[src/rtl/game_io_mmio.sv]
// Memory-mapped game I/O block: debounced buttons feeding a press-event FIFO,
// latched/timed-flash LEDs and a reseedable 32-bit Galois LFSR in a 4-word window.
module game_io_mmio #(
    parameter int          NUM_CH          = 4,
    parameter int          DEBOUNCE_CYCLES = 500000,
    parameter int          FLASH_CYCLES    = 12500000,
    parameter int          FIFO_DEPTH      = 8,
    parameter logic [11:0] BASE_ADDR       = 12'd5
) (
    input  logic              clock,
    input  logic              reset,
    input  logic              wren,
    input  logic [11:0]       address_dmem,
    input  logic [31:0]       data,
    output logic [31:0]       q_mmio,
    output logic              hit,
    input  logic [NUM_CH-1:0] buttons,
    output logic [NUM_CH-1:0] leds
);

    localparam int DB_W  = $clog2(DEBOUNCE_CYCLES);
    localparam int FL_W  = $clog2(FLASH_CYCLES + 1);
    localparam int PTR_W = $clog2(FIFO_DEPTH);
    localparam int CNT_W = PTR_W + 1;

    localparam logic [31:0]      LFSR_SEED = 32'hACE10001;
    localparam logic [31:0]      LFSR_TAPS = 32'h80200003;
    localparam logic [DB_W-1:0]  DB_LAST   = DB_W'(DEBOUNCE_CYCLES - 1);
    localparam logic [FL_W-1:0]  FL_LOAD   = FL_W'(FLASH_CYCLES);
    localparam logic [CNT_W-1:0] FIFO_CAP  = CNT_W'(FIFO_DEPTH);

    typedef enum logic [1:0] {
        REG_RAND   = 2'd0,
        REG_LED    = 2'd1,
        REG_PRESS  = 2'd2,
        REG_STATUS = 2'd3
    } reg_e;

    // ------------------------------------------------------------------
    // Address decode
    // ------------------------------------------------------------------
    logic [11:0] offset;
    reg_e        reg_sel;
    logic        wr_rand, wr_led, wr_press, wr_status;

    assign offset    = address_dmem - BASE_ADDR;
    assign hit       = (offset < 12'd4);
    assign reg_sel   = reg_e'(offset[1:0]);
    assign wr_rand   = wren && hit && (reg_sel == REG_RAND);
    assign wr_led    = wren && hit && (reg_sel == REG_LED);
    assign wr_press  = wren && hit && (reg_sel == REG_PRESS);
    assign wr_status = wren && hit && (reg_sel == REG_STATUS);

    // ------------------------------------------------------------------
    // LFSR: right-shifting Galois form, never reaches the all-zero state
    // ------------------------------------------------------------------
    logic [31:0] lfsr_q, lfsr_d;

    always_comb begin
        if (wr_rand) begin
            lfsr_d = (data == 32'd0) ? LFSR_SEED : data;
        end else begin
            lfsr_d = {1'b0, lfsr_q[31:1]} ^ (lfsr_q[0] ? LFSR_TAPS : 32'd0);
        end
    end

    always_ff @(posedge clock) begin
        if (reset) lfsr_q <= LFSR_SEED;
        else       lfsr_q <= lfsr_d;
    end

    // ------------------------------------------------------------------
    // Button synchronizers, debouncers and rising-edge pending bits
    // ------------------------------------------------------------------
    logic [NUM_CH-1:0] sync1_q, sync2_q;
    logic [NUM_CH-1:0] deb_q, deb_d, deb_prev_q;
    logic [NUM_CH-1:0] pending_q, pending_d;
    logic [NUM_CH-1:0] rise, grant_oh;
    logic [DB_W-1:0]   db_cnt_q [NUM_CH];
    logic [DB_W-1:0]   db_cnt_d [NUM_CH];
    logic [3:0]        grant_idx;
    logic              push_req;

    // NOTE: every combinational output is defaulted first so no path leaves it unassigned (no latch).
    always_comb begin
        for (int i = 0; i < NUM_CH; i++) begin
            deb_d[i]    = deb_q[i];
            db_cnt_d[i] = '0;
            if (sync2_q[i] != deb_q[i]) begin
                if (db_cnt_q[i] == DB_LAST) deb_d[i] = sync2_q[i];
                else                        db_cnt_d[i] = db_cnt_q[i] + DB_W'(1);
            end
        end
    end

    assign rise = deb_q & ~deb_prev_q;

    always_comb begin
        grant_oh  = '0;
        grant_idx = '0;
        for (int i = NUM_CH - 1; i >= 0; i--) begin
            if (pending_q[i]) begin
                grant_oh    = '0;
                grant_oh[i] = 1'b1;
                grant_idx   = 4'(i);
            end
        end
    end

    assign push_req  = |pending_q;
    assign pending_d = (pending_q & ~grant_oh) | rise;

    // NOTE: sequential state is updated with non-blocking assignments only.
    always_ff @(posedge clock) begin
        if (reset) begin
            sync1_q    <= '0;
            sync2_q    <= '0;
            deb_q      <= '0;
            deb_prev_q <= '0;
            pending_q  <= '0;
            for (int i = 0; i < NUM_CH; i++) db_cnt_q[i] <= '0;
        end else begin
            sync1_q    <= buttons;
            sync2_q    <= sync1_q;
            deb_q      <= deb_d;
            deb_prev_q <= deb_q;
            pending_q  <= pending_d;
            for (int i = 0; i < NUM_CH; i++) db_cnt_q[i] <= db_cnt_d[i];
        end
    end

    // ------------------------------------------------------------------
    // Press-event FIFO; a pop frees a slot for a same-cycle push even when full
    // ------------------------------------------------------------------
    logic [3:0]       fifo_mem [FIFO_DEPTH];
    logic [PTR_W-1:0] wr_ptr_q, rd_ptr_q;
    logic [CNT_W-1:0] count_q, count_d;
    logic             ovf_q, ovf_d;
    logic             fifo_full, fifo_empty, pop, push, drop;

    assign fifo_full  = (count_q == FIFO_CAP);
    assign fifo_empty = (count_q == '0);
    assign pop        = wr_press && !fifo_empty;
    assign push       = push_req && (!fifo_full || pop);
    assign drop       = push_req && fifo_full && !pop;
    assign ovf_d      = (ovf_q && !wr_status) || drop;

    always_comb begin
        count_d = count_q;
        case ({push, pop})
            2'b10:   count_d = count_q + CNT_W'(1);
            2'b01:   count_d = count_q - CNT_W'(1);
            default: count_d = count_q;
        endcase
    end

    always_ff @(posedge clock) begin
        if (reset) begin
            wr_ptr_q <= '0;
            rd_ptr_q <= '0;
            count_q  <= '0;
            ovf_q    <= 1'b0;
        end else begin
            if (push) wr_ptr_q <= wr_ptr_q + PTR_W'(1);
            if (pop)  rd_ptr_q <= rd_ptr_q + PTR_W'(1);
            count_q <= count_d;
            ovf_q   <= ovf_d;
        end
    end

    // NOTE: FIFO storage is not reset; the pointers and count alone define which entries are valid.
    always_ff @(posedge clock) begin
        if (push) fifo_mem[wr_ptr_q] <= grant_idx;
    end

    // ------------------------------------------------------------------
    // LEDs: latched or timed flash; the flash counter turns the LED off at 0
    // ------------------------------------------------------------------
    logic [NUM_CH-1:0] led_q, led_d;
    logic [FL_W-1:0]   fcnt_q [NUM_CH];
    logic [FL_W-1:0]   fcnt_d [NUM_CH];
    logic              led_on, led_flash, led_bcast;
    logic [3:0]        led_ch;

    assign led_ch    = data[3:0];
    assign led_on    = data[8];
    assign led_flash = data[9];
    assign led_bcast = data[10];

    always_comb begin
        for (int i = 0; i < NUM_CH; i++) begin
            led_d[i]  = led_q[i];
            fcnt_d[i] = fcnt_q[i];
            if (wr_led && (led_bcast || (led_ch == 4'(i)))) begin
                led_d[i]  = led_on;
                fcnt_d[i] = (led_on && led_flash) ? FL_LOAD : '0;
            end else if (fcnt_q[i] != '0) begin
                fcnt_d[i] = fcnt_q[i] - FL_W'(1);
                if (fcnt_q[i] == FL_W'(1)) led_d[i] = 1'b0;
            end
        end
    end

    always_ff @(posedge clock) begin
        if (reset) begin
            led_q <= '0;
            for (int i = 0; i < NUM_CH; i++) fcnt_q[i] <= '0;
        end else begin
            led_q <= led_d;
            for (int i = 0; i < NUM_CH; i++) fcnt_q[i] <= fcnt_d[i];
        end
    end

    assign leds = led_q;

    // ------------------------------------------------------------------
    // Zero-latency read mux
    // ------------------------------------------------------------------
    always_comb begin
        q_mmio = '0;
        if (hit) begin
            case (reg_sel)
                REG_RAND:   q_mmio = lfsr_q;
                REG_LED:    q_mmio = '0;
                REG_PRESS:  q_mmio = fifo_empty ? 32'd0 : {1'b1, 27'd0, fifo_mem[rd_ptr_q]};
                REG_STATUS: q_mmio = {ovf_q, 23'd0, 8'(count_q)};
                default:    q_mmio = '0;
            endcase
        end
    end

endmodule
[config.mk]
export PLATFORM = sky130hd
export DESIGN_NAME = game_io_mmio
export DESIGN_NICKNAME = d
export VERILOG_FILES = /design/src/rtl/game_io_mmio.sv
export SDC_FILE = /design/constraint.sdc
export NUM_CORES = 1
export LEC_CHECK = 0
export ABC_AREA = 1
export CORE_MARGIN = 10
export CORE_UTILIZATION = 40
export DETAILED_ROUTE_END_ITERATION = 10
export GPL_ROUTABILITY_DRIVEN = 0
export PLACE_DENSITY = 0.66
export SYNTH_ARGS = -nofsm -noshare
export SYNTH_HDL_FRONTEND = slang
export SYNTH_SLANG_ARGS = --single-unit
[constraint.sdc]
create_clock -name clock -period 4.48 [get_ports clock]
set_input_delay 0.896 -clock clock [delete_from_list [all_inputs] [get_ports clock]]
set_output_delay 0.896 -clock clock [all_outputs]
set_load 0.02 [all_outputs]
After elaboration in Yosys (flattened, before gate mapping)
Memories as Yosys holds them, arrays and structs flattened. A register that Yosys moved wholly into a read port is not among the register bits.
Cells that the tools add are included.
{"block": "word_totals", "in_bits": 51, "regBits": 67, "out_inout_bits": 37, "ramBits": 204, "n_memories": 3, "wordCells": 179}
{"memory": "fcnt_q", "depth": 4, "width": 24, "read_ports": 4, "rd_ports_with_merged_regs": 0, "wr": 4, "line_no": "180", "source": "logic [FL_W-1:0] fcnt_q [NUM_CH];"}
{"memory": "db_cnt_q", "depth": 4, "width": 19, "read_ports": 4, "rd_ports_with_merged_regs": 0, "wr": 4, "line_no": "79", "source": "logic [DB_W-1:0] db_cnt_q [NUM_CH];"}
{"memory": "fifo_mem", "depth": 8, "width": 4, "read_ports": 1, "rd_ports_with_merged_regs": 1, "wr": 1, "line_no": "135", "source": "logic [3:0] fifo_mem [FIFO_DEPTH];"}
{"block": "op_classes", "n_lt_le_gt_ge": 1, "n_eq_ne": 21, "n_addsub": 13, "bitwise": 14, "reduce_logical": 51, "n_mux": 59}
{"operator": "$mux W24", "count": 13}
{"operator": "$mux W19", "count": 12}
{"operator": "$mux W32", "count": 5}
{"operator": "$pmux W32 S4", "count": 1}
{"operator": "$eq A24 B1 Y1 const B", "count": 4}
{"operator": "$reduce_bool A24 Y1", "count": 4}
{"operator": "$sub A24 B1 Y24 const B", "count": 4}
{"operator": "$add A19 B1 Y19 const B", "count": 4}
{"operator": "$eq A19 B19 Y1 const B", "count": 4}
{"operator": "$logic_not A32 Y1", "count": 1}
{"operator": "$xor A31 B32 Y32", "count": 1}
{"operator": "$mux W4", "count": 7}
{"operator": "$reduce_bool A2 Y1", "count": 9}
{"operator": "$mux W1", "count": 17}
{"operator": "$reduce_and A2 Y1", "count": 8}
{"operator": "$logic_and A1 B1 Y1", "count": 15}
{"operator": "$lt A12 B3 Y1 const B", "count": 1}
{"operator": "$sub A12 B3 Y12 const B", "count": 1}
{"operator": "$and A4 B4 Y4", "count": 2}
{"operator": "$eq A4 B2 Y1 const B", "count": 2}
{"operator": "$logic_not A4 Y1", "count": 2}
{"operator": "$not A4 Y4", "count": 2}
{"operator": "$or A1 B1 Y1", "count": 8}
{"operator": "$pmux W4 S2", "count": 1}
{"operator": "other kinds (15)", "count": 31}

Longest topological paths before layout
{"block": "depth", "ltp_word": 9, "mapped_depth": 17}

Worst setup path before layout
OpenSTA, ideal clock, no wires.
{"block": "synth_timing", "path_type": "in2out", "startpoint": "input port address_dmem[4]", "endpoint": "output port q_mmio[0]", "required_time_ns": 3.584, "cell_stages": 7, "slack_ns": 1.539, "t_arrival_ns": 2.045, "path_buffers": 0, "path_cell_list": "nor2_1 > nand2_1 > nor2_1 > nand3_1 > inv_1 > o21ai_0 > a21oi_1"}
{"block": "synth_via", "elab_chain_len": 3}
{"element": "from (decl)", "line_no": "13", "source": "input logic [11:0] address_dmem,"}
{"element": "$sub A12 B3 Y12", "line_no": "46", "source": "assign offset = address_dmem - BASE_ADDR;"}
{"element": "$lt A12 B3 Y1", "line_no": "47", "source": "assign hit = (offset < 12'd4);"}
{"element": "via hit", "line_no": "16", "source": "output logic hit,"}
{"element": "$mux W32", "line_no": "221", "source": "if (hit) begin"}
{"element": "to (decl)", "line_no": "15", "source": "output logic [31:0] q_mmio,"}
The timed path passes the listed nets, and every way through them passes these cells.

Worst setup path after layout
{"block": "layout_timing", "startpoint": "input port address_dmem[1]", "endpoint": "output port q_mmio[1]"}
{"block": "layout_via", "elab_chain_len": 4}
{"element": "$sub A12 B3 Y12 *", "line_no": "46"}
{"element": "branches (longest 2 deep; another with $lt A12 B3 Y1)"}
{"element": "$mux W32 *", "line_no": "221"}
Every way passes the cells marked *.

==> results.tsv <==
metric	value	unit
wl_per_cell	13.53	um
critical-path-top-delay-family	buffers and inverters	
dieArea	38840	um2
initial_core_util	40.79	%
slowest_stage	clkdlybuf4s50_1	
drtIter0Drc	701	
port_buffers	87	
fin_cells	2302	
report.final.slew_viol_count	0	
n_antenna_cell	0	
path_class	in2out	
cp-start-kind	primary input	
crit_chain	clkdlybuf4s50_1, inv_1, nand2_1, o21ai_0, nand3_1, a211oi_1, clkdlybuf4s50_1	
antenna_found_initial	0	
layout_min_cycle_time	4.190	ns
post_cts_buffers	0	
cts_tree	done	
drive_above_1_share	5.299	%
mostFrequentLayoutCell	nand2_1	
yosys_warnings	0	
insertion_delay	0.55	ns
place_ws	0.2898	ns
clock_path_buffers	3	
drtAntennaViolNets	0	
power_density	554.1	nW/um2
p_leak	5.989	nW
cp-endpoint	q_mmio[1]	
synth_edf_count	16	
rows	64	
syn2layout_area_growth	18.87	%
r2r_setup_slack	2.02	ns
finalSetupViolCount	0	
rr_endpoint	fcnt_q[3][1]	
ys_seq_area_share	42.46	%
endpoint_kind	output port	
synthDistinctLibCells	41	
cts.clk_slew.worst_paths	0.06	ns
startpoint	address_dmem[1]	
synth_async_sr_flop_share	0	%
numCtsBuffers	29	
synth_top_cell_area_share	38.63	%
crit_fanout	4	
cpPeakStageDelay	0.75	ns
layout_common_cells	355 x nand2_1, 335 x nor2_1, 242 x dfxtp_1	
first_global_vias	10630	
slew_headroom	53.41	%
syn_nets	1848	
die_w	197.1	um
fill_cells	3038	
rsz0062_at_grt	no	
core-area	30750	um2
dp.cells	2248	
root_buffer	clkbuf_16	
worstPathArrival	3.29	ns
vias	11560	
setup_ws	0.2900	ns
gr-total-overflow	0	
period_share	93.53	%
status	complete, no violations	
tns	0	ns
worstMarginPinSlew	0.6935	ns
dieHeight	197.1	um
reg2reg_depth	9	
wl	31140	um
grt_pass1_wl	51320	um
crit_cells	7	
required	3.58	ns
finalHoldViolations	0	
io_pins	88	
cts_resized	0	
grt_max_degree	54	
cts.hold.buffers_added	0	
fin_worst_skew	0.01226	ns
hold_path_class	reg2reg	
cp_num_buf_inv	3	
clock_sinks	258	
synthCells	1782	
cpMostUsedCell	clkdlybuf4s50_1	
fin_nets	1949	
dr.pass1.iters	5	
post_synth.cell_area_avg	7.038	um2
drc_errors	0	
dp_hpwl	22880	um
track_usage	15.54	%
ir_worst_vdd	0.3500	mV
vias_per_cell	5.023	
synth_flop_cell	dfxtp_1	
finalInstanceArea	14910	um2
htreeDepth	1	
synth_area_leaders	dfxtp_1 39%, nand2_1 11%, nor2_1 10%	
final_util	48.49	%
ys_seq_elements	258	
synthesis.area	12540	um2
fmax	0.2387	GHz
reg2reg_from	fcnt_q[3][0]	
synth_top_area_cell	dfxtp_1	
maxCapViolCount	0	
post_dp_cell_area	13900	um2
-- cells in the mapped netlist (2+ instances only) --
cell and count:
o21ai_1 2, o21bai_1 5, or2_2 16, nand3_1 96, o22ai_1 2, dfxtp_1 242
buf_4 4, clkbuf_1 25, nand2_2 8, a31o_2 2, nor2_1 336, o21ai_0 75
o221ai_1 2, nor2_2 2, nor3_1 45, buf_2 4, nor4_1 13, nand2_1 355
a21oi_1 117, o211ai_1 4, ha_1 15, o31ai_1 10, nor3b_1 11, edfxtp_1 16
inv_1 199, mux2i_1 2, xnor2_1 23, and3_1 4, a211oi_1 3, nand3b_1 9
xor2_1 62, a31oi_1 4, nand4_1 61
-- sequential cells by signal, summed over array words and instances (netlist names), named ones only --
register    cells
fifo_mem       16
count_q         4
lfsr_q         32
deb_q           4
sync1_q         4
pending_q       4
rd_ptr_q        3
fcnt_q         96
leds            4
deb_prev_q      4
db_cnt_q       76
sync2_q         4
ovf_q           1
wr_ptr_q        3
-- routing by layer --
| metal | up-vias | wire length, um | global-route usage, % |
|---|---|---|---|
| met5 | - | 0 | 0 |
| met4 | 0 | 821 | 4.329 |
| met3 | 50 | 1649 | 2.896 |
| met2 | 244 | 13650 | 25.09 |
| met1 | 5266 | 15020 | 20.78 |
| li1 | 6002 | - | - |
-- power by group --
part	leakage (nW)	internal, mW	switching [mW]
registers	2.12	2.66	0.305
logic	3.36	1.09	1.77
clock network	0.504	1.49	0.947
total	5.99	5.24	3.02
-- layout make-up --
type / instances / area [um2] / share of cell area [%]
clock buffer: 44 / 902.1 / 6.051
timing repair buffer: 104 / 1008 / 6.764
multi-input combinational: 1290 / 6321 / 42.40
inverter: 200 / 750.7 / 5.035
tap: 396 / 495.5 / 3.323
clock inverter: 10 / 106.4 / 0.7133
sequential: 258 / 5325 / 35.72
-- worst min path at each step --
stage                  startpoint      endpoint  slack [ns]  depth (start not counted)
finish              deb_prev_q[0]  pending_q[0]        0.39                          1
CTS                 deb_prev_q[0]  pending_q[0]        0.39                          1
floorplan           deb_prev_q[0]  pending_q[0]        0.38                          1
global route        deb_prev_q[0]  pending_q[0]        0.41                          1
global placement    deb_prev_q[0]  pending_q[0]        0.38                          1
detailed placement  deb_prev_q[0]  pending_q[0]        0.38                          1
-- metrics by stage --
step	hold WS (ns)	power [mW]
final	0.3890	8.261
after global routing	0.4091	8.915
after CTS	0.3928	8.313
after detailed placement	0.3839	5.825
after global placement	0.3821	5.777
after floorplan	0.3755	5.217
-- kinds of logic after synthesis --
group / count (synthesis) / synth area share [%]
AO/OA/AOI/OAI: 229 / 9.836
XOR/XNOR: 85 / 5.936
adder cells (fa/ha/maj): 15 / 1.496
buffers and inverters: 234 / 7.163
flip-flops: 258 / 42.46
multiplexers: 2 / 0.1596
AND/OR/NAND/NOR: 959 / 32.95
No activity file was read; power rests on OpenSTA's default activity.
